**config.mk**
```make
export PLATFORM = sky130hd
export DESIGN_NAME = id_ex_skid_reg
export DESIGN_NICKNAME = d
export VERILOG_FILES = /design/src/rtl/id_ex_skid_reg.sv
export SDC_FILE = /design/constraint.sdc
export NUM_CORES = 1
export LEC_CHECK = 0
export BUFFER_PORTS_ARGS = -buffer_cell sky130_fd_sc_hd__buf_2
export CAP_MARGIN = 25
export CORE_MARGIN = 5
export CORE_UTILIZATION = 55
export DETAILED_ROUTE_END_ITERATION = 8
export PLACE_DENSITY_LB_ADDON = 0.08
export SYNTH_ARGS = -nofsm -noshare
export SYNTH_HDL_FRONTEND = slang
export SYNTH_SLANG_ARGS = --single-unit
```
**constraint.sdc**
```tcl
create_clock -name clk -period 2 [get_ports clk]
set_input_delay 0.4 -clock clk [delete_from_list [all_inputs] [get_ports clk]]
set_output_delay 0.4 -clock clk [all_outputs]
set_load 0.005 [all_outputs]
```
**src/rtl/id_ex_skid_reg.sv**
```systemverilog
// ID/EX pipeline register built as a two-entry elastic buffer (main + skid).
// in_ready is a registered-state decode, so EX back-pressure never reaches ID combinationally.
module id_ex_skid_reg #(
  parameter int XLEN   = 64,
  parameter int RIDW   = 5,
  parameter int ALUOPW = 2,
  parameter int CNTW   = 16
) (
  input  logic              clk,
  input  logic              rst,
  input  logic              flush,
  input  logic              in_valid,
  output logic              in_ready,
  input  logic [4:0]        in_ctrl,
  input  logic [ALUOPW-1:0] in_aluop,
  input  logic [XLEN-1:0]   in_rs1data,
  input  logic [XLEN-1:0]   in_rs2data,
  input  logic [XLEN-1:0]   in_imm,
  input  logic [RIDW-1:0]   in_rs,
  input  logic [RIDW-1:0]   in_rt,
  input  logic [RIDW-1:0]   in_rd,
  output logic              out_valid,
  input  logic              out_ready,
  output logic [4:0]        out_ctrl,
  output logic [ALUOPW-1:0] out_aluop,
  output logic [XLEN-1:0]   out_rs1data,
  output logic [XLEN-1:0]   out_rs2data,
  output logic [XLEN-1:0]   out_imm,
  output logic [RIDW-1:0]   out_rs,
  output logic [RIDW-1:0]   out_rt,
  output logic [RIDW-1:0]   out_rd,
  output logic [CNTW-1:0]   stall_cnt
);

  typedef enum logic [1:0] {EMPTY = 2'd0, FULL = 2'd1, SKID = 2'd2} state_t;

  typedef struct packed {
    logic [4:0]        ctrl;
    logic [ALUOPW-1:0] aluop;
    logic [XLEN-1:0]   rs1data;
    logic [XLEN-1:0]   rs2data;
    logic [XLEN-1:0]   imm;
    logic [RIDW-1:0]   rs;
    logic [RIDW-1:0]   rt;
    logic [RIDW-1:0]   rd;
  } entry_t;

  state_t          state_q, state_d;
  entry_t          main_q, main_d;
  entry_t          skid_q, skid_d;
  entry_t          cap;
  logic [CNTW-1:0] stall_cnt_q, stall_cnt_d;
  logic            in_fire, out_fire;

  // A write to x0 is architecturally a no-op, so drop RegWrite at capture time.
  function automatic logic [4:0] capture_ctrl(input logic [4:0] ctrl, input logic [RIDW-1:0] rd);
    logic [4:0] c;
    c = ctrl;
    if (rd == '0) c[2] = 1'b0;
    return c;
  endfunction

  function automatic logic [CNTW-1:0] sat_inc(input logic [CNTW-1:0] v);
    return (&v) ? v : v + CNTW'(1);
  endfunction

  assign in_ready  = (state_q != SKID);
  assign out_valid = (state_q != EMPTY);
  assign in_fire   = in_valid && in_ready;
  assign out_fire  = out_valid && out_ready;

  assign cap = '{ctrl: capture_ctrl(in_ctrl, in_rd), aluop: in_aluop,
                 rs1data: in_rs1data, rs2data: in_rs2data, imm: in_imm,
                 rs: in_rs, rt: in_rt, rd: in_rd};

  always_comb begin
    state_d     = state_q;
    main_d      = main_q;
    skid_d      = skid_q;
    stall_cnt_d = (out_valid && !out_ready) ? sat_inc(stall_cnt_q) : stall_cnt_q;
    if (flush) begin
      state_d = EMPTY;
    end else begin
      case (state_q)
        EMPTY: begin
          if (in_fire) begin
            main_d  = cap;
            state_d = FULL;
          end
        end
        FULL: begin
          if (in_fire && out_fire) begin
            main_d = cap;
          end else if (in_fire) begin
            skid_d  = cap;
            state_d = SKID;
          end else if (out_fire) begin
            state_d = EMPTY;
          end
        end
        SKID: begin
          if (out_fire) begin
            main_d  = skid_q;
            state_d = FULL;
          end
        end
        default: state_d = EMPTY;
      endcase
    end
  end

  always_ff @(posedge clk or negedge rst) begin
    if (!rst) begin
      state_q     <= EMPTY;
      main_q      <= '0;
      skid_q      <= '0;
      stall_cnt_q <= '0;
    end else begin
      state_q     <= state_d;
      main_q      <= main_d;
      skid_q      <= skid_d;
      stall_cnt_q <= stall_cnt_d;
    end
  end

  // Control fields read as a bubble when nothing is valid; data fields keep their last value.
  assign out_ctrl    = out_valid ? main_q.ctrl  : '0;
  assign out_aluop   = out_valid ? main_q.aluop : '0;
  assign out_rs1data = main_q.rs1data;
  assign out_rs2data = main_q.rs2data;
  assign out_imm     = main_q.imm;
  assign out_rs      = main_q.rs;
  assign out_rt      = main_q.rt;
  assign out_rd      = main_q.rd;
  assign stall_cnt   = stall_cnt_q;

endmodule

```
==> flow_summary.toml <==
[setup_path]
path_depth = 5
critical_path.reg2reg.startpoint = "state_q[1]$_DFFE_PN0P_"
critPathMaxStageDelay_ns = 0.42
critical_path.slowest_cell = "sky130_fd_sc_hd__dfrtp_1"
timing.critical_path.to = "in_ready"
timing.setup.critical_path_class = "register to output pin"
rr_worst_depth = 8
timing.reg2reg.setup_slack_ns = 0.07
crit_family = "buffers and inverters"
worstSetupStartpointType = "register"
crit_path_max_fanout = 5
worstSetupEndpointType = "output pin"
worst_r2r_endpoint = "out_rd[3]$_DFFE_PN0P_"
timing.critical_path.from = "state_q[0]$_DFFE_PN0P_"
worstPathCellList = "buf_6 > nor2b_4 > buf_12 > clkinv_16 > buf_6"
cp_num_buf_inv = 4
arrival_time_reported_for_the_critical_path_endpoint_ns = 1.57
worst_path_most_repeated_cell = "sky130_fd_sc_hd__buf_6"
worst-endpoint-required_ns = 1.60

[power]
reported_leakage_power_nw = 12.5
combPwrFrac_pct = 17.7
vdd.ir_drop.worst_v = 0.000753
internal_power_mw = 19.5
p_per_area_mw_per_mm2 = 1060
pwr-share-seq_pct = 47.4
power_switching_mw = 6.73
netSwitchingFraction_pct = 25.6
power_frac_clock_pct = 34.9
total_power_mw = 26.2

[synthesis]
synth_edf_count = 0
ys_async_sr_fraction_pct = 100
register_bit_count_reported_by_yosys = 446
ys_seq_area_share_pct = 53.2
netlist_area_mm2 = 0.0210
avgSynthCellArea_um2 = 11.1
synth_top_flop_cell = "sky130_fd_sc_hd__dfrtp_1"
synth_warnings = 0
syn-instance-count = 1899
synth.net_count = 2119
netlist-cell-type-count = 38

[sta]
final.period_utilization_pct = 98.6
finalHoldViolations = 0
worst_pin_slew_ns = 0.468
max_slew_margin_pct = 68.8
layout_setup_ws_ns = 0.0277
finalCriticalPeriod_ns = 1.97
setup_total_negative_slack_ns = 0
setup_viol_count_final = 0
rsz0062_at_grt = "true"
finClkSkew_ns = 0.0125
max_clock_freq_ghz = 0.507
drv_slew = 0

[routing]
drt-vias-per-instance = 5.17
drt_pass1_iterations = 5
drt.antenna.violating_nets = 0
post-route-drc-count = 0
route.final.wire_length_um = 52600
drt-wirelength-per-cell_um = 19.2
drt-initial-drc-count = 681
route.vias.total = 14150

[global_routing]
grt_pass1_wl_um = 81300
globalRouteTotalUtil_pct = 24.4
grt_max_degree = 86
grt.overflow.total = 0
antenna_violations_before_repair = 16
number_of_global_route_vias_before_repair = 14696

[floorplanning]
dieHeight_um = 205
area_of_the_core_region_mm2 = 0.0377
die_area_mm2 = 0.0422
initial_core_util_pct = 55.7
die_w_um = 205
placementRows = 71
io-pin-count = 451

[final_layout]
final_design_area_no_fill_mm2 = 0.0248
area.sequential_mm2 = 0.0112
area_delta_synth_final_pct = 18.0
final.fill_count = 2999
nets = 2400
share_of_layout_cells_above_drive_strength_1_pct = 42.6
final-instance-count-excl-fill = 2735
multi_input_area_mm2 = 0.00781

[placed_design]
dp_hpwl_um = 35800
placed_area_mm2 = 0.0228
placedCellCount = 2624
place.port_buffers = 450
place.gp.congestion = 0.820
placement.setup.worst_slack_ns = 0.0530

[worst_hold_path]
min-delay-path-class = "primary input to register"

[run]
max-cap-violations = 0

[cts]
worst_skew_pair.late_latency_ns = 0.57
cts.root.buffer_cell = "sky130_fd_sc_hd__clkbuf_16"
number_of_clock_sinks = 446
cts_tree = "built"
cts_buffer_depth = 3
numCtsBuffers = 47
cts.htree.levels = 2
clkSlewWorstSetupHoldPaths_ns = 0.06

[run_status]
run_status = "completed"
## worst min-delay path by stage
| stage | startpoint | end | slack (ns) | depth (start not counted) |
|---|---|---|---|---|
| 6_report | flush | state_q[0]$_DFFE_PN0P_ | 0.06 | 2 |
| 5_1_grt | flush | state_q[0]$_DFFE_PN0P_ | 0.05 | 2 |
| 4_1_cts | flush | state_q[0]$_DFFE_PN0P_ | 0.02 | 2 |
| 3_5_place_dp | rst | skid_q[119]$_DFFE_PN0P_ | 0.31 | 1 |
| 3_3_place_gp | rst | skid_q[119]$_DFFE_PN0P_ | 0.31 | 1 |
| 2_1_floorplan | rst | main_q[207]$_DFFE_PN0P_ | 0.10 | 0 |
## repair_timing
item,in CTS,in global routing
endpoints found under the setup margin,9,171
gates resized for setup,9,7
hold buffers,1,0
gates cloned,3,4
buffers inserted,6,5
pin swaps,0,1
hold endpoints to repair,23,0
## power by group through the flow
stage               logic, mW  clock network (mW)  registers, mW
floorplan                3.76                   0           12.2
global placement         4.50                   0           12.5
detailed placement       4.67                   0           12.6
CTS                      4.71                9.35           12.4
global route             5.16                9.71           12.7
finish                   4.64                9.16           12.4
## Yosys cell counts, types with 4 or more instances
cell	instances	area, um^2
sky130_fd_sc_hd__nor3_1	7	35.0
sky130_fd_sc_hd__mux2_2	321	3610
sky130_fd_sc_hd__xor2_1	12	105
sky130_fd_sc_hd__mux2_1	108	1220
sky130_fd_sc_hd__nor2_1	6	22.5
sky130_fd_sc_hd__dfrtp_1	446	11200
sky130_fd_sc_hd__buf_2	57	285
sky130_fd_sc_hd__nand3_1	6	30.0
sky130_fd_sc_hd__buf_4	223	1670
sky130_fd_sc_hd__nor2b_1	9	56.3
sky130_fd_sc_hd__nand4_1	4	25.0
sky130_fd_sc_hd__nand2_1	646	2420
sky130_fd_sc_hd__clkbuf_1	18	67.6
## worst reg2reg max path: stages (launching register included)
cell and delay (ns):
sky130_fd_sc_hd__dfrtp_2 0.46, sky130_fd_sc_hd__nor2b_4 0.16, sky130_fd_sc_hd__buf_4 0.16, sky130_fd_sc_hd__buf_4 0.17, sky130_fd_sc_hd__buf_16 0.19, sky130_fd_sc_hd__clkbuf_16 0.25
sky130_fd_sc_hd__nand2_1 0.10, sky130_fd_sc_hd__nand2_1 0.05, sky130_fd_sc_hd__mux2_1 0.28
## cell families (layout without fill, tap and decap cells)
group	count (synthesis)	in the layout	synth area share [%]
buffers and inverters	305	624	9.82
other	0	6	0
and+or+nand+nor	697	697	13.2
DFF	446	446	53.2
muxes	430	430	23.1
xor gates and xnor gates	14	14	0.584
AOI/OAI and AO/OA	6	6	0.173
adders and majority gates	1	1	0.0596
## per-layer routing
layer  global-route usage [%]  wire length, um
met1                     31.7            21700
met2                     39.7            25300
met3                     6.79             3840
met4                     8.40             1610
met5                        0              137
## registers in the layout, summed over array words and instances (netlist names)
register	cells
main_q	7
out_imm	64
out_rd	5
out_rs	5
out_rs1data	64
out_rs2data	64
out_rt	5
skid_q	214
stall_cnt	16
state_q	2
## per-stage QoR
step	hold slack, ns	utilization (%)
detailed placement	0.314	60.6
global placement	0.312	60.6
CTS	0.0183	65.3
finish	0.0572	65.8
floorplan	0.104	-
global route	0.0549	65.8
## layout by cell type, fill, tap and decap left out, types with 4 or more instances in the layout
cell type / Yosys / routed
sky130_fd_sc_hd__buf_12: 0 / 34
sky130_fd_sc_hd__mux2_1: 108 / 108
sky130_fd_sc_hd__xor2_1: 12 / 12
sky130_fd_sc_hd__nand2_1: 646 / 646
sky130_fd_sc_hd__mux2_2: 321 / 321
sky130_fd_sc_hd__dfrtp_1: 446 / 445
sky130_fd_sc_hd__clkbuf_8: 0 / 6
sky130_fd_sc_hd__clkbuf_16: 0 / 53
sky130_fd_sc_hd__diode_2: 0 / 6
sky130_fd_sc_hd__clkbuf_1: 18 / 10
sky130_fd_sc_hd__nor2b_1: 9 / 8
sky130_fd_sc_hd__nor3_1: 7 / 7
sky130_fd_sc_hd__buf_2: 57 / 448
sky130_fd_sc_hd__buf_4: 223 / 35
sky130_fd_sc_hd__nand3_1: 6 / 5
sky130_fd_sc_hd__nor2_1: 6 / 5
sky130_fd_sc_hd__clkinv_2: 0 / 13
sky130_fd_sc_hd__nand4_1: 4 / 4
sky130_fd_sc_hd__bufinv_16: 0 / 7
## cell type report
cell class / count / share of cell area (%)
clock buffers: 65 / 5.43
repair inverters: 3 / 0.106
diodes: 6 / 0.0606
repair buffers: 530 / 13.9
flip-flops and latches: 446 / 45.1
multi-input cells: 1148 / 31.5
inverters: 4 / 0.167
clock inverters: 22 / 1.17
well taps: 511 / 2.58
No activity file was read; power rests on OpenSTA's default activity.
